**config.mk**
```make
export PLATFORM = sky130hd
export DESIGN_NAME = a2d_scan_intf_flat
export DESIGN_NICKNAME = d
export VERILOG_FILES = /design/src/rtl/a2d_scan_intf_if.sv /design/src/rtl/a2d_scan_intf.sv /design/src/flat_wrapper.sv
export SDC_FILE = /design/constraint.sdc
export NUM_CORES = 1
export LEC_CHECK = 0
export ABC_AREA = 1
export CORE_MARGIN = 1.5
export CORE_UTILIZATION = 40
export DETAILED_ROUTE_END_ITERATION = 16
export SETUP_SLACK_MARGIN = 0.3
export SLEW_MARGIN = 20
export SYNTH_ARGS = -nofsm -noshare
export SYNTH_HDL_FRONTEND = slang
export SYNTH_SLANG_ARGS = --single-unit
```
**constraint.sdc**
```tcl
create_clock -name clk -period 2 [get_ports clk]
set_input_delay 0.4 -clock clk [delete_from_list [all_inputs] [get_ports clk]]
set_output_delay 0.4 -clock clk [all_outputs]
set_load 0.005 [all_outputs]
```
**src/rtl/a2d_scan_intf_if.sv**
```systemverilog
// SPI bus between the A2D scanner (master) and the DE0-Nano A2D converter (slave).
interface a2d_scan_intf_if;
   logic MISO;
   logic SS_n;
   logic SCLK;
   logic MOSI;

   modport master (input MISO, output SS_n, output SCLK, output MOSI);
   modport slave  (output MISO, input SS_n, input SCLK, input MOSI);
endinterface

```
**src/rtl/a2d_scan_intf.sv**
```systemverilog
// Multi-channel A2D scanner: pipelined channel selects over an embedded 16-bit SPI master,
// optional averaging over 2^AVG_LOG2 passes, and a registered per-channel result bank.
module a2d_scan_intf #(
   parameter int unsigned NUM_CH   = 8,
   parameter int unsigned RES_W    = 12,
   parameter int unsigned AVG_LOG2 = 0
) (
   input  logic              clk,
   input  logic              rst_n,
   a2d_scan_intf_if.master   spi,
   input  logic              strt_scan,
   input  logic              cont,
   input  logic [2:0]        rd_ch,
   output logic [RES_W-1:0]  rd_res,
   output logic              busy,
   output logic              scan_cmplt,
   output logic [NUM_CH-1:0] res_vld
);
   localparam int unsigned     ACC_W    = RES_W + AVG_LOG2;
   localparam int unsigned     NUM_XFER = NUM_CH * (1 << AVG_LOG2) + 1;
   localparam int unsigned     IDX_W    = $clog2(NUM_XFER);
   localparam logic [IDX_W-1:0] LAST_IDX = IDX_W'(NUM_XFER - 1);
   localparam logic [2:0]       LAST_CH  = 3'(NUM_CH - 1);
   localparam logic [4:0]       DIV_IDLE = 5'b10111;

   typedef enum logic [1:0] {StIdle, StXfer, StGap} state_e;

   // SPI master state
   logic [4:0]  sclk_div_q;
   logic [15:0] shft_q;
   logic [3:0]  bit_cnt_q;
   logic        ss_n_q;
   logic        miso_smpl_q;
   logic        first_fall_q;
   logic        done_q;
   logic        sclk_rise;
   logic        sclk_fall;

   // Scanner state
   state_e           state_q, state_d;
   logic [IDX_W-1:0] xfer_idx_q, xfer_idx_d;
   logic [2:0]       cmd_ch_q, cmd_ch_d;
   logic [2:0]       acc_ch_q, acc_ch_d;
   logic             restart_q, restart_d;
   logic [2:0]       next_ch;
   logic             snd;
   logic [2:0]       snd_ch;
   logic             start;
   logic             acc_en;
   logic             commit;
   logic [RES_W-1:0] resp;

   logic [ACC_W-1:0] acc_q   [NUM_CH];
   logic [ACC_W-1:0] acc_nxt [NUM_CH];
   logic [RES_W-1:0] bank_q  [NUM_CH];
   logic             scan_cmplt_q;
   logic [NUM_CH-1:0] res_vld_q;

   //---------------------------------------------------------------------------------------------
   // SPI master: SCLK = clk/32, idles high; MOSI changes on SCLK fall, MISO sampled on SCLK rise.
   // The first fall after SS_n drops only starts the clock; the 16th shift happens without a fall
   // so SCLK returns high at the end of the frame.
   //---------------------------------------------------------------------------------------------
   assign sclk_rise = (sclk_div_q == 5'b01111);
   assign sclk_fall = (sclk_div_q == 5'b11111);

   always_ff @(posedge clk or negedge rst_n) begin
      if (!rst_n) begin
         sclk_div_q   <= DIV_IDLE;
         shft_q       <= '0;
         bit_cnt_q    <= '0;
         ss_n_q       <= 1'b1;
         miso_smpl_q  <= 1'b0;
         first_fall_q <= 1'b1;
         done_q       <= 1'b0;
      end else begin
         done_q <= 1'b0;
         if (snd) begin
            ss_n_q       <= 1'b0;
            sclk_div_q   <= DIV_IDLE;
            shft_q       <= {2'b00, snd_ch, 11'h000};
            bit_cnt_q    <= '0;
            first_fall_q <= 1'b1;
         end else if (!ss_n_q) begin
            if (sclk_rise) begin
               miso_smpl_q <= spi.MISO;
            end
            if (sclk_fall) begin
               if (first_fall_q) begin
                  first_fall_q <= 1'b0;
                  sclk_div_q   <= sclk_div_q + 5'd1;
               end else begin
                  shft_q    <= {shft_q[14:0], miso_smpl_q};
                  bit_cnt_q <= bit_cnt_q + 4'd1;
                  if (bit_cnt_q == 4'd15) begin
                     ss_n_q     <= 1'b1;
                     done_q     <= 1'b1;
                     sclk_div_q <= DIV_IDLE;
                  end else begin
                     sclk_div_q <= sclk_div_q + 5'd1;
                  end
               end
            end else begin
               sclk_div_q <= sclk_div_q + 5'd1;
            end
         end
      end
   end

   assign spi.SS_n = ss_n_q;
   assign spi.SCLK = sclk_div_q[4];
   assign spi.MOSI = shft_q[15];
   assign resp     = shft_q[RES_W-1:0];

   //---------------------------------------------------------------------------------------------
   // Scan sequencer
   //---------------------------------------------------------------------------------------------
   assign next_ch = (cmd_ch_q == LAST_CH) ? 3'd0 : cmd_ch_q + 3'd1;

   always_comb begin
      state_d    = state_q;
      xfer_idx_d = xfer_idx_q;
      cmd_ch_d   = cmd_ch_q;
      acc_ch_d   = acc_ch_q;
      restart_d  = restart_q;
      snd        = 1'b0;
      snd_ch     = 3'd0;
      start      = 1'b0;
      acc_en     = 1'b0;
      commit     = 1'b0;
      unique case (state_q)
         StIdle: begin
            if (strt_scan) begin
               snd        = 1'b1;
               start      = 1'b1;
               xfer_idx_d = '0;
               cmd_ch_d   = 3'd0;
               restart_d  = 1'b0;
               state_d    = StXfer;
            end
         end
         StXfer: begin
            if (done_q) begin
               // Transaction 0 returns a stale conversion from before this scan.
               acc_en = (xfer_idx_q != '0);
               if (xfer_idx_q == LAST_IDX) begin
                  commit = 1'b1;
                  if (cont) begin
                     restart_d = 1'b1;
                     state_d   = StGap;
                  end else begin
                     state_d = StIdle;
                  end
               end else begin
                  state_d = StGap;
               end
            end
         end
         StGap: begin
            snd       = 1'b1;
            restart_d = 1'b0;
            state_d   = StXfer;
            if (restart_q) begin
               xfer_idx_d = '0;
               cmd_ch_d   = 3'd0;
            end else begin
               snd_ch     = next_ch;
               xfer_idx_d = xfer_idx_q + 1'b1;
               cmd_ch_d   = next_ch;
               acc_ch_d   = cmd_ch_q;
            end
         end
         default: state_d = StIdle;
      endcase
   end

   always_ff @(posedge clk or negedge rst_n) begin
      if (!rst_n) begin
         state_q    <= StIdle;
         xfer_idx_q <= '0;
         cmd_ch_q   <= 3'd0;
         acc_ch_q   <= 3'd0;
         restart_q  <= 1'b0;
      end else begin
         state_q    <= state_d;
         xfer_idx_q <= xfer_idx_d;
         cmd_ch_q   <= cmd_ch_d;
         acc_ch_q   <= acc_ch_d;
         restart_q  <= restart_d;
      end
   end

   //---------------------------------------------------------------------------------------------
   // Accumulators and result bank; the commit folds in the final response via acc_nxt.
   //---------------------------------------------------------------------------------------------
   always_comb begin
      for (int n = 0; n < NUM_CH; n++) begin
         acc_nxt[n] = acc_q[n];
         if (acc_en && (acc_ch_q == 3'(n))) begin
            acc_nxt[n] = acc_q[n] + ACC_W'(resp);
         end
      end
   end

   always_ff @(posedge clk or negedge rst_n) begin
      if (!rst_n) begin
         for (int n = 0; n < NUM_CH; n++) begin
            acc_q[n]  <= '0;
            bank_q[n] <= '0;
         end
      end else begin
         for (int n = 0; n < NUM_CH; n++) begin
            if (start || commit) begin
               acc_q[n] <= '0;
            end else begin
               acc_q[n] <= acc_nxt[n];
            end
            if (commit) begin
               bank_q[n] <= RES_W'(acc_nxt[n] >> AVG_LOG2);
            end
         end
      end
   end

   always_ff @(posedge clk or negedge rst_n) begin
      if (!rst_n) begin
         scan_cmplt_q <= 1'b0;
         res_vld_q    <= '0;
      end else begin
         if (start) begin
            scan_cmplt_q <= 1'b0;
         end else if (commit) begin
            scan_cmplt_q <= 1'b1;
         end
         if (commit) begin
            res_vld_q <= {NUM_CH{1'b1}};
         end
      end
   end

   always_comb begin
      rd_res = '0;
      for (int n = 0; n < NUM_CH; n++) begin
         if (rd_ch == 3'(n)) begin
            rd_res = bank_q[n];
         end
      end
   end

   assign busy       = (state_q != StIdle);
   assign scan_cmplt = scan_cmplt_q;
   assign res_vld    = res_vld_q;

endmodule
```
**src/flat_wrapper.sv**
```systemverilog
// flat-port wrapper written by rule: the top's interface ports become plain ports
module a2d_scan_intf_flat 
#(
   parameter int unsigned NUM_CH   = 8,
   parameter int unsigned RES_W    = 12,
   parameter int unsigned AVG_LOG2 = 0
)
  (clk, rst_n, strt_scan, cont, rd_ch, rd_res, busy, scan_cmplt, res_vld, spi_MISO, spi_SS_n, spi_SCLK, spi_MOSI);
  a2d_scan_intf_if spi_i ();
  input  logic clk;
  input  logic rst_n;
  input  logic strt_scan;
  input  logic cont;
  input  logic [2:0] rd_ch;
  output logic [RES_W-1:0] rd_res;
  output logic busy;
  output logic scan_cmplt;
  output logic [NUM_CH-1:0] res_vld;
  input wire logic [$bits(spi_i.MISO)-1:0] spi_MISO;
  output wire logic [$bits(spi_i.SS_n)-1:0] spi_SS_n;
  output wire logic [$bits(spi_i.SCLK)-1:0] spi_SCLK;
  output wire logic [$bits(spi_i.MOSI)-1:0] spi_MOSI;
  assign spi_i.MISO = spi_MISO;
  assign spi_SS_n = spi_i.SS_n;
  assign spi_SCLK = spi_i.SCLK;
  assign spi_MOSI = spi_i.MOSI;
  a2d_scan_intf #(.NUM_CH(NUM_CH), .RES_W(RES_W), .AVG_LOG2(AVG_LOG2)) u_core (.clk(clk), .rst_n(rst_n), .spi(spi_i), .strt_scan(strt_scan), .cont(cont), .rd_ch(rd_ch), .rd_res(rd_res), .busy(busy), .scan_cmplt(scan_cmplt), .res_vld(res_vld));
endmodule
```
==> results.json <==
{
  "rsz0062_at_grt": "yes",
  "syn_area_per_cell_um2": 7.39,
  "slew_headroom_pct": 35.5,
  "syn_inst": 2065,
  "peakVddDrop_mv": 0.859,
  "crit_path_frequent_cell": "nand3_1",
  "n_fill_cell": 3129,
  "gp_congestion": 0.926,
  "outcome": "finished with violations",
  "clock_skew_ns": 0.0284,
  "place_area_mm2": 0.0173,
  "path_clk_slew_ns": 0.06,
  "max_stage_delay_ns": 0.40,
  "tightest_slew_ns": 0.968,
  "reg2regPathDepth": 10,
  "power_density_mw_per_mm2": 600,
  "overflow": 0,
  "ys_ff_latch": 236,
  "path_max_fanout": 2,
  "first_pass_iters": 5,
  "failed_checks": "setup timing",
  "final_util_pct": 61.4,
  "initial_core_util_pct": 40.6,
  "dieArea_mm2": 0.0393,
  "cts_buffers": 29,
  "cts_tree": "built",
  "grt_pass1_wl_um": 77000,
  "dr_total_vias": 15000,
  "layout-drive-gt1-share_pct": 42.4,
  "cpMaxStageDelayCell": "dfrtp_1",
  "synth_nets": 2177,
  "port_buffers": 32,
  "drtIter0Drc": 822,
  "fp.dieW_um": 198,
  "path_cells": "nand3_1, o21ai_1, a21oi_1, nand3_1, o21ai_2, nand4_1, buf_2",
  "fp.coreArea_mm2": 0.0376,
  "async_flop_share_pct": 100,
  "hold_slack_ns": 0.273,
  "fin_crit_ns": 2.26,
  "maxCapViolations": 0,
  "crit_type": "flop to primary output",
  "hpwl_um": 33600,
  "drtAntennaViolNets": 0,
  "synthFlopType": "dfrtp_1",
  "stdcell_count": 2819,
  "fin_tns_setup_ns": -1.65,
  "crit_arrival_ns": 1.86,
  "critPathTopFamily": "simple AND/OR/NAND/NOR gates",
  "netlist_area_mm2": 0.0153,
  "grt_pass1_vias": 14200,
  "clkLatencyLatePin_ns": 0.59,
  "p_total_mw": 13.8,
  "drc_errors": 0,
  "fin_area_mm2": 0.0231,
  "antenna_found_initial": 0,
  "die_h_um": 198,
  "clockRootBuffer": "clkbuf_16",
  "synth_edf_count": 0,
  "hold_class": "input port to asynchronous set/reset pin",
  "critPathCaptureType": "primary output",
  "yosysUniqueCellTypes": 54,
  "final.period_utilization_pct": 113,
  "dp_slack_ns": -0.906,
  "diodes": 0,
  "routed_wl_um": 54100,
  "cts_buffer_depth": 3,
  "setup_ws_ns": -0.256,
  "setup_viol": 29,
  "cp_num_cells": 7,
  "fmax_mhz": 443,
  "syn_to_final_growth_pct": 51.3,
  "vias_per_cell": 5.31,
  "cp-start-kind": "flop",
  "slew_violations": 0,
  "nets": 2397,
  "clkSinkCount": 236,
  "routedWlPerCell_um": 19.2,
  "worst-path-buf-inv": 1,
  "worst-r2r-setup-slack_ns": -0.12,
  "cts-htree-levels": 1,
  "grt_max_degree": 131,
  "num_rows": 71,
  "synth_warnings": 0,
  "boundaryPins": 33,
  "track_usage_pct": 25.0,
  "ys_seq_area_share_pct": 38.8,
  "p_leak_nw": 11.0,
  "required_ns": 1.60,
  "dp_cells": 2665,
  "hold_viol_final": 0
}
state kept, by name (all words and copies together) (netlist names), 2 cells and up:
register and cells:
u_core.xfer_idx_q 4, u_core.cmd_ch_q 3, u_core.shft_q 16, u_core.acc_q 96
u_core.bank_q 96, u_core.acc_ch_q 3, u_core.bit_cnt_q 4, u_core.sclk_div_q 5
u_core.state_q 2
final timing paths:
check,from,end
min in group clk,spi_MISO,u_core.miso_smpl_q
max in group asynchronous,rst_n,u_core.res_vld[0]
setup reg to reg,u_core.shft_q[2],u_core.bank_q[51]
setup / recovery,u_core.bank_q[94],rd_res[10]
hold / removal,rst_n,u_core.acc_q[14]
hold reg to reg,u_core.bank_q[31],u_core.bank_q[31]
synthesized netlist by cell type (12+ instances only):
library cell,number,area (um2)
or2_0,12,75.1
nor2_1,164,616
inv_1,212,796
xnor2_1,21,184
ha_1,96,1200
buf_4,12,90.1
dfrtp_1,230,5760
a21oi_1,100,500
nand3_1,188,941
nand2_1,655,2460
o21bai_1,13,97.6
o21ai_1,33,165
buf_2,16,80.1
clkbuf_1,26,97.6
o21ai_0,70,350
nand4_1,39,244
or2_2,42,263
xor2_1,12,105
what timing repair did:
action / 4_1_cts / 5_1_grt
endpoints found under the hold margin: 32 / 0
buffers inserted: 49 / 33
hold buffers: 1 / 0
resized for setup: 529 / 464
setup endpoints to repair: 240 / 237
gates cloned: 3 / 14
pin swaps: 207 / 264
layout make-up:
class                           count  area [um2]  area share (%)
Sequential cell                   236        5930            25.7
Timing Repair inverter              2        22.5          0.0976
Timing Repair Buffer              249        2670            11.6
Clock inverter                     20         278            1.20
Tap cell                          511         639            2.77
Inverter                          223         912            3.95
Multi-Input combinational cell   1544       11800            51.3
Clock buffer                       34         795            3.44
routing by layer:
metal  part of all wire (%)  global-route usage, %
met3                    3.8                   2.44
met1                     43                   33.2
met4                    3.6                   5.94
met5                      0                      0
met2                     50                   43.7
power breakdown:
part / total (mW) / switching (mW) / internal (mW)
Sequential: 5.16 / 0.193 / 4.97
Combinational: 2.82 / 1.52 / 1.30
Clock: 5.86 / 2.34 / 3.53
Total: 13.8 / 4.05 / 9.79
logic make-up after synthesis:
| logic type | synth area share (%) |
|---|---|
| and+or+nand+nor | 32.3 |
| buffers and inverters | 8.10 |
| adders and majority gates | 8.92 |
| xor gates and xnor gates | 1.89 |
| DFF | 38.8 |
| AOI/OAI and AO/OA | 10.0 |
placed cells by master, fill, tap and decap left out, types with 6 or more instances in the layout:
cell / n
a21oi_1: 34
a21oi_2: 61
a31oi_1: 11
buf_12: 25
buf_2: 13
buf_4: 107
buf_6: 83
clkbuf_16: 36
dfrtp_1: 223
dfstp_2: 6
fa_2: 8
ha_1: 24
ha_4: 67
inv_1: 192
inv_2: 18
inv_8: 7
nand2_1: 516
nand2_2: 103
nand2_4: 37
nand2_8: 9
nand3_1: 43
nand3_2: 93
nand3_4: 57
nand3b_1: 6
nand4_1: 39
nor2_1: 115
nor2_2: 32
nor2_4: 19
o2111ai_2: 8
o211ai_1: 6
o21ai_0: 11
o21ai_1: 49
o21ai_2: 47
o21bai_1: 12
or2_1: 10
or2_2: 29
or2_4: 14
xnor2_2: 19
xor2_1: 12
No activity file was read; power rests on OpenSTA's default activity.
==> RTL change, RTL diff (same flow settings) <==
Make the reset (`rst_n`) synchronous in 4 clocked blocks.
--- a/src/rtl/a2d_scan_intf.sv
+++ b/src/rtl/a2d_scan_intf.sv
@@ -65,5 +65,5 @@
    assign sclk_fall = (sclk_div_q == 5'b11111);
 
-   always_ff @(posedge clk or negedge rst_n) begin
+   always_ff @(posedge clk) begin
       if (!rst_n) begin
          sclk_div_q   <= DIV_IDLE;
@@ -175,5 +175,5 @@
    end
 
-   always_ff @(posedge clk or negedge rst_n) begin
+   always_ff @(posedge clk) begin
       if (!rst_n) begin
          state_q    <= StIdle;
@@ -203,5 +203,5 @@
    end
 
-   always_ff @(posedge clk or negedge rst_n) begin
+   always_ff @(posedge clk) begin
       if (!rst_n) begin
          for (int n = 0; n < NUM_CH; n++) begin
@@ -223,5 +223,5 @@
    end
 
-   always_ff @(posedge clk or negedge rst_n) begin
+   always_ff @(posedge clk) begin
       if (!rst_n) begin
          scan_cmplt_q <= 1'b0;
Behaviour: differs if rst_n is asserted again (counterexample within 4 cycles, from zero or initial values and one cycle with rst_n low); with rst_n held inactive, the same outputs for 10 cycles.
==> RTL change against the original RTL <==
The flow still finishes with violations (negative setup slack); fmax increased by 1.3%; wire length increased by 4.2%; worst hold slack better by 180 ps; count of clock-buffer cells in the layout shrank 2; first-iteration DRC count increased by 32%; cell count increased by 3.1%; total power down 8.0%; die area up 0.28%; sequential cell count did not move; design area is 7.3% higher; clock power fell by 9.0%; synthesized area rose by 0.28%; setup slack better by 30 ps; via count up 2.7%; critical path type unchanged; highest routed layer unchanged.
==> RTL change: results (changes against the original RTL) <==
[pwr]
vdd_drop_max_mv=0.605  ; was 0.859 mV
p_sw_share_pct=26.6  ; was 29.3%
leakage_nw=10.6  ; was 11.0 nW

[clocking]
path_clk_slew_ps=70
cts_buffer_depth=3  ; unchanged
cts-root-buf=clkbuf_16  ; unchanged
h-tree-depth=1  ; unchanged
clk_latency_ps=580
cts_buffers=29  ; unchanged

[routing]
vias=15400  ; was 15000
drtPass1Iterations=7  ; was 5
wl_mm=56.4  ; was 54.1 mm
dr.first_iter.drc_count=1086  ; was 822

[timing]
fin_skew_ps=31.4  ; was 28.4 ps
finalWorstSetupSlack_ps=-226  ; was -256 ps
finalSetupViolations=42  ; was 29

[layout]
largestRegisters=u_core.acc_q x96, u_core.bank_q x96, u_core.shft_q x16  ; unchanged
final_nets=2482  ; was 2397
drive_above_1_share_pct=45.5  ; was 42.4%

[yosys]
ys_seq_area_share_pct=43.5  ; was 38.8%
yosys-top-cells-area=edfxtp_1, nand2_1, ha_1, nor2_1, dfxtp_1  ; was dfrtp_1, nand2_1, ha_1, nand3_1, inv_1
async_flop_share_pct=0  ; was 100%
synth_commonest_cells=nand2_1, nor2_1, inv_1  ; was nand2_1, dfrtp_1, inv_1
synth-edff-count=192  ; was 0
yosys_warnings=0  ; unchanged
synth.distinct_cells=48  ; was 54

[global_routing]
grt_pass1_vias=14400  ; was 14200
grt_pass1_wl_mm=78.0  ; was 77.0 mm
grt_max_degree=25  ; was 131
grt_usage_pct=26.0  ; was 25.0%
antenna_found_initial=1  ; was 0

[hold_path]
min_path_type=flip-flop to flip-flop  ; was input port to asynchronous set/reset pin

[placed_design]
io_buffers=32  ; unchanged
place_ws_ps=-911  ; was -906 ps
hpwlAfterDp_mm=33.7  ; was 33.6 mm
globalplace.congestion=0.979  ; was 0.926

[outcome]
run_status=complete, but fails checks  ; unchanged
failed_checks=negative setup slack  ; unchanged

[critical_path]
crit_fanout=1  ; was 2
arrival_ps=1830  ; was 1860 ps

## RTL change: cell types whose count changed in the layout (fill, tap and decap cells not counted), moves of 42 or more
cell	unedited run	this run
nor2_1	115	158
edfxtp_1	0	192
dfrtp_1	223	0
buf_4	107	149
nand2_1	516	376
conb_1	0	96
## RTL change: cell families after synthesis
logic type	after synthesis	synth area share (%)
AND/OR/NAND/NOR	1038	28.8
buffers and inverters	295	7.95
AO/OA/AOI/OAI	242	8.49
flip-flops	236	43.5
adder cells (fa/ha/maj)	104	8.90
XOR/XNOR	33	1.89
multiplexers	8	0.524
other	1	0.0245
## RTL change: metal layers
metal,vias to the layer above,routed length [um],global-route usage [%],share of wire (%)
met1,7423,22200,32.3,39
met4,0,2940,10.3,5.2
li1,7256,-,-,-
met3,163,3520,3.87,6.2
met2,518,27800,45.2,49
met5,-,0,0,0
## RTL change: final timing paths
check	end	cells past startpoint	slack, ps	startpoint
min reg2reg	u_core.miso_smpl_q$_SDFFE_PN0P_	2	450	u_core.miso_smpl_q$_SDFFE_PN0P_
max	rd_res[3]	7	-230	u_core.bank_q[0][3]$_SDFFCE_PN0P_
min	u_core.miso_smpl_q$_SDFFE_PN0P_	2	450	u_core.miso_smpl_q$_SDFFE_PN0P_
max reg2reg	u_core.bank_q[0][68]$_SDFFCE_PN0P_	13	-140	u_core.shft_q[0]$_SDFFE_PP0P_
## RTL change: timing repair
item                                    in CTS  in global routing
endpoints found under the setup margin     324                316
cloned                                      10                 12
gates resized for setup                    629                394
pin swaps                                  249                262
buffers inserted                            84                 61
## RTL change: final cells by class
cell class | instances | area, um2
antenna | 2 | 5.00
clock buffer | 32 | 737
clock inverter | 22 | 210
fill | 2847 | 12900
inverter | 243 | 1010
multi-input combinational | 1523 | 11600
sequential | 236 | 6690
tap | 511 | 639
timing repair buffer | 334 | 3810
timing repair inverter | 3 | 26.3
## RTL change: power by group through the flow
stage          clock, mW  sequential, mW  combinational (mW)
2_1_floorplan          0            5.70               0.661
3_3_place_gp           0            5.77                1.02
3_5_place_dp           0            5.77                1.04
4_1_cts             5.37            5.71                1.36
5_1_grt             5.56            5.74                1.80
6_report            5.33            5.73                1.68
## RTL change: critical path, stage by stage, from the launching register on
cell and delay, ps:
edfxtp_1 440, nand3_1 120, o21ai_1 70, a21oi_1 110, nand2_1 110, a21oi_2 150
nand4_1 110, buf_2 150
## RTL change: per-stage QoR
stage               area (um2)  total power, mW  instances  setup TNS [ps]
floorplan                16000             6.36       2052               0
global placement         18000             6.80       2683          -12000
detailed placement       18000             6.81       2683          -12890
CTS                      22400             12.4       2831           -2990
global route             24800             13.1       2904           -8240
finish                   24800             12.7       2906           -3570
